--- src/rtl/iter_div_pkg.sv ---
// Shared widths, step count and FSM state type for the iterative divider.
package iter_div_pkg;

    localparam int DIV_W     = 32;
    localparam int DIV_STEPS = 32;
    localparam int CNT_W     = $clog2(DIV_STEPS);

    typedef enum logic [1:0] {
        IDLE,
        CALC,
        DONE
    } div_state_t;

    function automatic logic [DIV_W-1:0] abs_val(input logic [DIV_W-1:0] v, input logic is_signed);
        return (is_signed && v[DIV_W-1]) ? -v : v;
    endfunction

endpackage

--- src/rtl/iter_div_operand_buf.sv ---
// One-entry valid/ready holding register for a divider operand channel.
module div_operand_buf
    import iter_div_pkg::*;
(
    input  logic             clk,
    input  logic             resetn,
    input  logic             clr,
    input  logic             tvalid,
    output logic             tready,
    input  logic [DIV_W-1:0] tdata,
    output logic [DIV_W-1:0] data,
    output logic             full
);

    assign tready = ~full;

    // clr wins over a same-edge handshake so a flushed cycle captures nothing
    always_ff @(posedge clk or negedge resetn) begin
        if (!resetn) begin
            full <= 1'b0;
            data <= '0;
        end else if (clr) begin
            full <= 1'b0;
        end else if (tvalid && !full) begin
            full <= 1'b1;
            data <= tdata;
        end
    end

endmodule

--- src/rtl/iter_div.sv ---
// Iterative radix-2 restoring divider, 34-edge fixed latency.
// Optional ITER_DIV_FLUSH_EN adds a flush input that aborts the operation.
module iter_div
    import iter_div_pkg::*;
#(
    parameter bit SIGNED = 1'b1
) (
    input  logic                 clk,
    input  logic                 resetn,
`ifdef ITER_DIV_FLUSH_EN
    input  logic                 flush,
`endif
    input  logic                 s_axis_divisor_tvalid,
    output logic                 s_axis_divisor_tready,
    input  logic [DIV_W-1:0]     s_axis_divisor_tdata,
    input  logic                 s_axis_dividend_tvalid,
    output logic                 s_axis_dividend_tready,
    input  logic [DIV_W-1:0]     s_axis_dividend_tdata,
    output logic                 m_axis_dout_tvalid,
    output logic [2*DIV_W-1:0]   m_axis_dout_tdata
);

    logic flush_q;
`ifdef ITER_DIV_FLUSH_EN
    assign flush_q = flush;
`else
    assign flush_q = 1'b0;
`endif

    div_state_t        state, state_next;
    logic [CNT_W-1:0]  count;
    logic [DIV_W-1:0]  part_rem, quo_acc, dsr;
    logic              q_neg, r_neg, div_zero;
    logic              dvs_full, dvd_full, start, buf_clr;
    logic [DIV_W-1:0]  dvs_buf, dvd_buf;
    logic [DIV_W:0]    shifted, trial;
    logic [DIV_W-1:0]  q_out, r_out;

    assign start   = (state == IDLE) && dvs_full && dvd_full && !flush_q;
    assign buf_clr = start || flush_q;

    div_operand_buf u_divisor_buf (
        .clk    (clk),
        .resetn (resetn),
        .clr    (buf_clr),
        .tvalid (s_axis_divisor_tvalid),
        .tready (s_axis_divisor_tready),
        .tdata  (s_axis_divisor_tdata),
        .data   (dvs_buf),
        .full   (dvs_full)
    );

    div_operand_buf u_dividend_buf (
        .clk    (clk),
        .resetn (resetn),
        .clr    (buf_clr),
        .tvalid (s_axis_dividend_tvalid),
        .tready (s_axis_dividend_tready),
        .tdata  (s_axis_dividend_tdata),
        .data   (dvd_buf),
        .full   (dvd_full)
    );

    always_ff @(posedge clk or negedge resetn) begin
        if (!resetn) state <= IDLE;
        else         state <= state_next;
    end

    always_comb begin
        state_next = state;
        case (state)
            IDLE:    if (dvs_full && dvd_full) state_next = CALC;
            CALC:    if (count == CNT_W'(DIV_STEPS - 1)) state_next = DONE;
            DONE:    state_next = IDLE;
            default: state_next = IDLE;
        endcase
        if (flush_q) state_next = IDLE;
    end

    // Trial subtract never overflows 33 bits because part_rem < dsr between steps
    assign shifted = {part_rem, quo_acc[DIV_W-1]};
    assign trial   = shifted - {1'b0, dsr};

    // A zero divisor leaves quotient all-ones and |dividend| in part_rem; the
    // remainder sign fix then restores the original dividend
    assign q_out = (q_neg && !div_zero) ? -quo_acc : quo_acc;
    assign r_out = r_neg ? -part_rem : part_rem;

    always_ff @(posedge clk or negedge resetn) begin
        if (!resetn) begin
            count              <= '0;
            part_rem           <= '0;
            quo_acc            <= '0;
            dsr                <= '0;
            q_neg              <= 1'b0;
            r_neg              <= 1'b0;
            div_zero           <= 1'b0;
            m_axis_dout_tvalid <= 1'b0;
            m_axis_dout_tdata  <= '0;
        end else begin
            m_axis_dout_tvalid <= 1'b0;
            if (flush_q) begin
                count <= '0;
            end else begin
                case (state)
                    IDLE: if (start) begin
                        quo_acc  <= abs_val(dvd_buf, SIGNED);
                        dsr      <= abs_val(dvs_buf, SIGNED);
                        part_rem <= '0;
                        q_neg    <= SIGNED && (dvd_buf[DIV_W-1] ^ dvs_buf[DIV_W-1]);
                        r_neg    <= SIGNED && dvd_buf[DIV_W-1];
                        div_zero <= (dvs_buf == '0);
                        count    <= '0;
                    end
                    CALC: begin
                        if (!trial[DIV_W]) begin
                            part_rem <= trial[DIV_W-1:0];
                            quo_acc  <= {quo_acc[DIV_W-2:0], 1'b1};
                        end else begin
                            part_rem <= shifted[DIV_W-1:0];
                            quo_acc  <= {quo_acc[DIV_W-2:0], 1'b0};
                        end
                        count <= count + 1'b1;
                    end
                    DONE: begin
                        m_axis_dout_tvalid <= 1'b1;
                        m_axis_dout_tdata  <= {q_out, r_out};
                    end
                    default: ;
                endcase
            end
        end
    end

endmodule

--- config.mk ---
export PLATFORM = sky130hd
export DESIGN_NAME = iter_div
export DESIGN_NICKNAME = d
export VERILOG_FILES = /design/src/rtl/iter_div_pkg.sv /design/src/rtl/iter_div_operand_buf.sv /design/src/rtl/iter_div.sv
export SDC_FILE = /design/constraint.sdc
export NUM_CORES = 1
export LEC_CHECK = 0
export BUFFER_PORTS_ARGS = -buffer_cell sky130_fd_sc_hd__buf_2
export CAP_MARGIN = 20
export CORE_AREA = 8 8 156 216
export DETAILED_ROUTE_END_ITERATION = 16
export DIE_AREA = 0 0 164 224
export GPL_TIMING_DRIVEN = 0
export SYNTH_ARGS = -nofsm -noshare
export SYNTH_HDL_FRONTEND = slang
export SYNTH_HIERARCHICAL = 1
export SYNTH_SLANG_ARGS = --single-unit
--- constraint.sdc ---
create_clock -name clk -period 5.96 [get_ports clk]
set_input_delay 1.192 -clock clk [delete_from_list [all_inputs] [get_ports clk]]
set_output_delay 1.192 -clock clk [all_outputs]
set_load 0.01 [all_outputs]
==> results.json <==
{
  "arrival_ns": 4.83,
  "routabilityCongestion": 0.876,
  "grt_usage_pct": 20.7,
  "crit_path_cell_trace": "inv_1 > fa_1 > nand2b_1 > a21o_1 > a31o_2 > a2111oi_2 > nor3_1 > o31ai_1 > xnor2_1 > clkbuf_1 > a32oi_1 > o21ai_0",
  "die_x_um": 164,
  "cts_num_sinks": 237,
  "drive_gt1_share_pct": 16.9,
  "cts_buffer_depth": 3,
  "rsz0062_at_grt": "false",
  "grt_max_degree": 108,
  "crit_buf_inv": 2,
  "finalHoldViolCount": 0,
  "hp-class": "flip-flop to flip-flop",
  "first_pass_iters": 5,
  "ys_ff_latch": 237,
  "grt_pass1_wl_mm": 60.7,
  "diodes": 0,
  "setup_viol_count_final": 0,
  "ir_drop_v": 0.000297,
  "power_density_nw_per_um2": 640,
  "worst-r2r-cell-count": 12,
  "synth_cells": 1425,
  "ys.warnings.count": 6,
  "port_buffers": 134,
  "post_cts_buffers": 0,
  "endpoint_kind": "flip-flop",
  "clkLatencyLatePin_ns": 0.54,
  "syn_to_final_growth_pct": 15.5,
  "wl_per_cell_um": 19.1,
  "syn_area_um2": 13400,
  "ioPinCount": 135,
  "vias": 11131,
  "layout_common_cells": "237 x dfrtp_1, 191 x o21ai_0, 188 x nand2_1",
  "yosysSeqAreaShare_pct": 44.2,
  "cts_buffers": 26,
  "setup_slack_ns": 1.58,
  "rr_startpoint": "part_rem[0]",
  "fin_skew_ns": 0.00830,
  "p_int_mw": 5.46,
  "path_depth": 12,
  "async_flop_share_pct": 100,
  "clk_pin_slew_ns": 0.06,
  "final.min_clock_period_ns": 4.38,
  "cts_tree": "yes",
  "core_um2": 30500,
  "rows": 76,
  "worst_slew_pin_slew_ns": 1.08,
  "clockPowerShare_pct": 16.3,
  "p_sw_mw": 4.46,
  "synth_edf_count": 0,
  "r2r-end": "part_rem[30]",
  "cp_top_family": "compound AO/OA/AOI/OAI gates",
  "required_ns": 6.41,
  "cts-resized-gates": 0,
  "initial_core_util_pct": 44.0,
  "layout_commonest_cell": "dfrtp_1",
  "max-slew-margin-rel_pct": 28.3,
  "power_frac_seq_pct": 31.1,
  "fin_tns_setup_ns": 0,
  "critical_path_class": "flip-flop to flip-flop",
  "synth-main-ff-cell": "dfrtp_1",
  "cp-start-kind": "flip-flop",
  "cap_violations": 0,
  "grt_pass1_vias": 11254,
  "endpoint": "part_rem[30]",
  "die_height_um": 224,
  "p_comb_share_pct": 52.6,
  "drc": 0,
  "vias_per_cell": 5.58,
  "antenna_found_initial": 0,
  "placed_cell_area_um2": 14700,
  "leakagePower_nw": 6.94,
  "htreeDepth": 1,
  "routed_wirelength_mm": 38.1,
  "max_clock_freq_ghz": 0.228,
  "cts_hold_buf": 0,
  "cts-root-buf": "clkbuf_16",
  "drt_iter0_markers": 644,
  "overflow": 0,
  "worstSetupStartpoint": "part_rem[0]",
  "stdcell_area_um2": 15500,
  "dieArea_um2": 36700,
  "cpPeakStageDelay_ns": 0.58,
  "ys_types": 65,
  "place_ws_ns": 1.62,
  "period_share_pct": 73.6,
  "sw_frac_of_total_pct": 45.0,
  "status": "completed",
  "ant_nets": 0,
  "syn_area_per_cell_um2": 9.42,
  "ff2ff_setup_slack_ns": 1.58,
  "hpwl_mm": 29.4,
  "syn_nets": 1532,
  "critPathSlowestCell": "clkbuf_1",
  "fin_nets": 1696,
  "cp_max_fo": 10,
  "slew_viol_final": 0
}
==> power by group through the flow <==
stage	Clock, mW	Sequential (mW)	Combinational, mW
6_report	1.62	3.08	5.22
3_5_place_dp	0	3.10	5.22
5_1_grt	1.72	3.19	5.83
3_3_place_gp	0	3.08	5.15
2_1_floorplan	0	2.84	4.00
4_1_cts	1.66	3.08	5.24
==> cell families after synthesis <==
logic type,synth area share (%)
compound gates,16.9
xor+xnor,9.52
fa+ha+maj,3.69
buf+inv,4.33
flops,44.2
mux,5.66
simple gates,15.8
==> through the flow <==
| step | std cells | utilization, % | total power, mW | hold slack, ns |
|---|---|---|---|---|
| floorplan | 1425 | - | 6.84 | 0.450 |
| global placement | 1949 | 47.8 | 8.23 | 0.458 |
| detailed placement | 1951 | 48.0 | 8.32 | 0.465 |
| CTS | 1996 | 50.8 | 9.97 | 0.478 |
| global route | 1996 | 50.8 | 10.7 | 0.487 |
| finish | 1996 | 50.8 | 9.93 | 0.472 |
==> worst register-to-register path, cell delays in order (launching register included) <==
cell,delay [ns]
dfrtp_1,0.51
inv_1,0.19
fa_1,0.46
nand2b_1,0.20
a21o_1,0.21
a31o_2,0.30
a2111oi_2,0.49
nor3_1,0.22
o31ai_1,0.46
xnor2_1,0.36
clkbuf_1,0.58
a32oi_1,0.20
o21ai_0,0.12
==> worst min path at each step <==
stage / startpoint / to / slack, ns / depth (start not counted)
2_1_floorplan: dsr[10] / dsr[10] / 0.45 / 2
3_3_place_gp: m_axis_dout_tdata[49] / m_axis_dout_tdata[49] / 0.46 / 2
3_5_place_dp: m_axis_dout_tdata[40] / m_axis_dout_tdata[40] / 0.47 / 2
4_1_cts: m_axis_dout_tdata[49] / m_axis_dout_tdata[49] / 0.48 / 2
5_1_grt: dsr[24] / dsr[24] / 0.49 / 2
6_report: m_axis_dout_tdata[49] / m_axis_dout_tdata[49] / 0.47 / 2
==> routing by layer <==
| metal | GRT usage (%) | share of wire (%) | vias to the layer above | wire, µm |
|---|---|---|---|---|
| met5 | 0 | 0 | - | 0 |
| met4 | 8.14 | 3.6 | 0 | 1370 |
| met3 | 2.22 | 4.3 | 75 | 1630 |
| met2 | 38.5 | 53 | 276 | 20100 |
| met1 | 23.6 | 39 | 5377 | 15000 |
| li1 | - | - | 5403 | - |
==> flip-flops by register name, summed over array words and instances, names as in the netlist, 2 cells and up <==
signal / cells
part_rem: 32
quo_acc: 32
u_divisor_buf/data: 32
dsr: 32
m_axis_dout_tdata: 64
count: 5
state: 2
u_dividend_buf/data: 32
==> layout make-up <==
type,instances,area (µm²)
clock buffer,39,771
timing repair buffer,136,736
fill,2889,15000
buffer,73,372
inverter,56,210
sequential,237,5930
tap,390,488
clock inverter,6,82.6
multi-input combinational,1059,6920
==> Yosys cell counts, drive strengths merged, types with 3 or more instances <==
master   instances  share of area, %
dfrtp          237                44
o21ai          192               7.2
nand2          188               5.3
nand3          100               3.7
xor2            98               6.4
mux2            64               5.4
clkbuf          60               2.0
inv             56               1.6
xnor2           48               3.1
a21oi           46               1.7
nor2            45               1.3
ha              38               3.5
a22oi           31               1.7
o31ai           28               1.7
or4             20               1.2
o41ai           19               1.4
nand2b          18              0.84
buf             13              0.72
or3             13              0.74
nor4            10              0.51
a21o             9              0.50
nor2b            9              0.42
nor3             9              0.34
nand4            7              0.33
o211ai           7              0.39
a31oi            6              0.28
and3             6              0.28
a2111oi          4              0.31
a32oi            4              0.26
mux2i            4              0.30
nand4b           3              0.20
o21a             3              0.17
o311ai           3              0.20
or2              3              0.16
(Power assumes the default switching activity.)
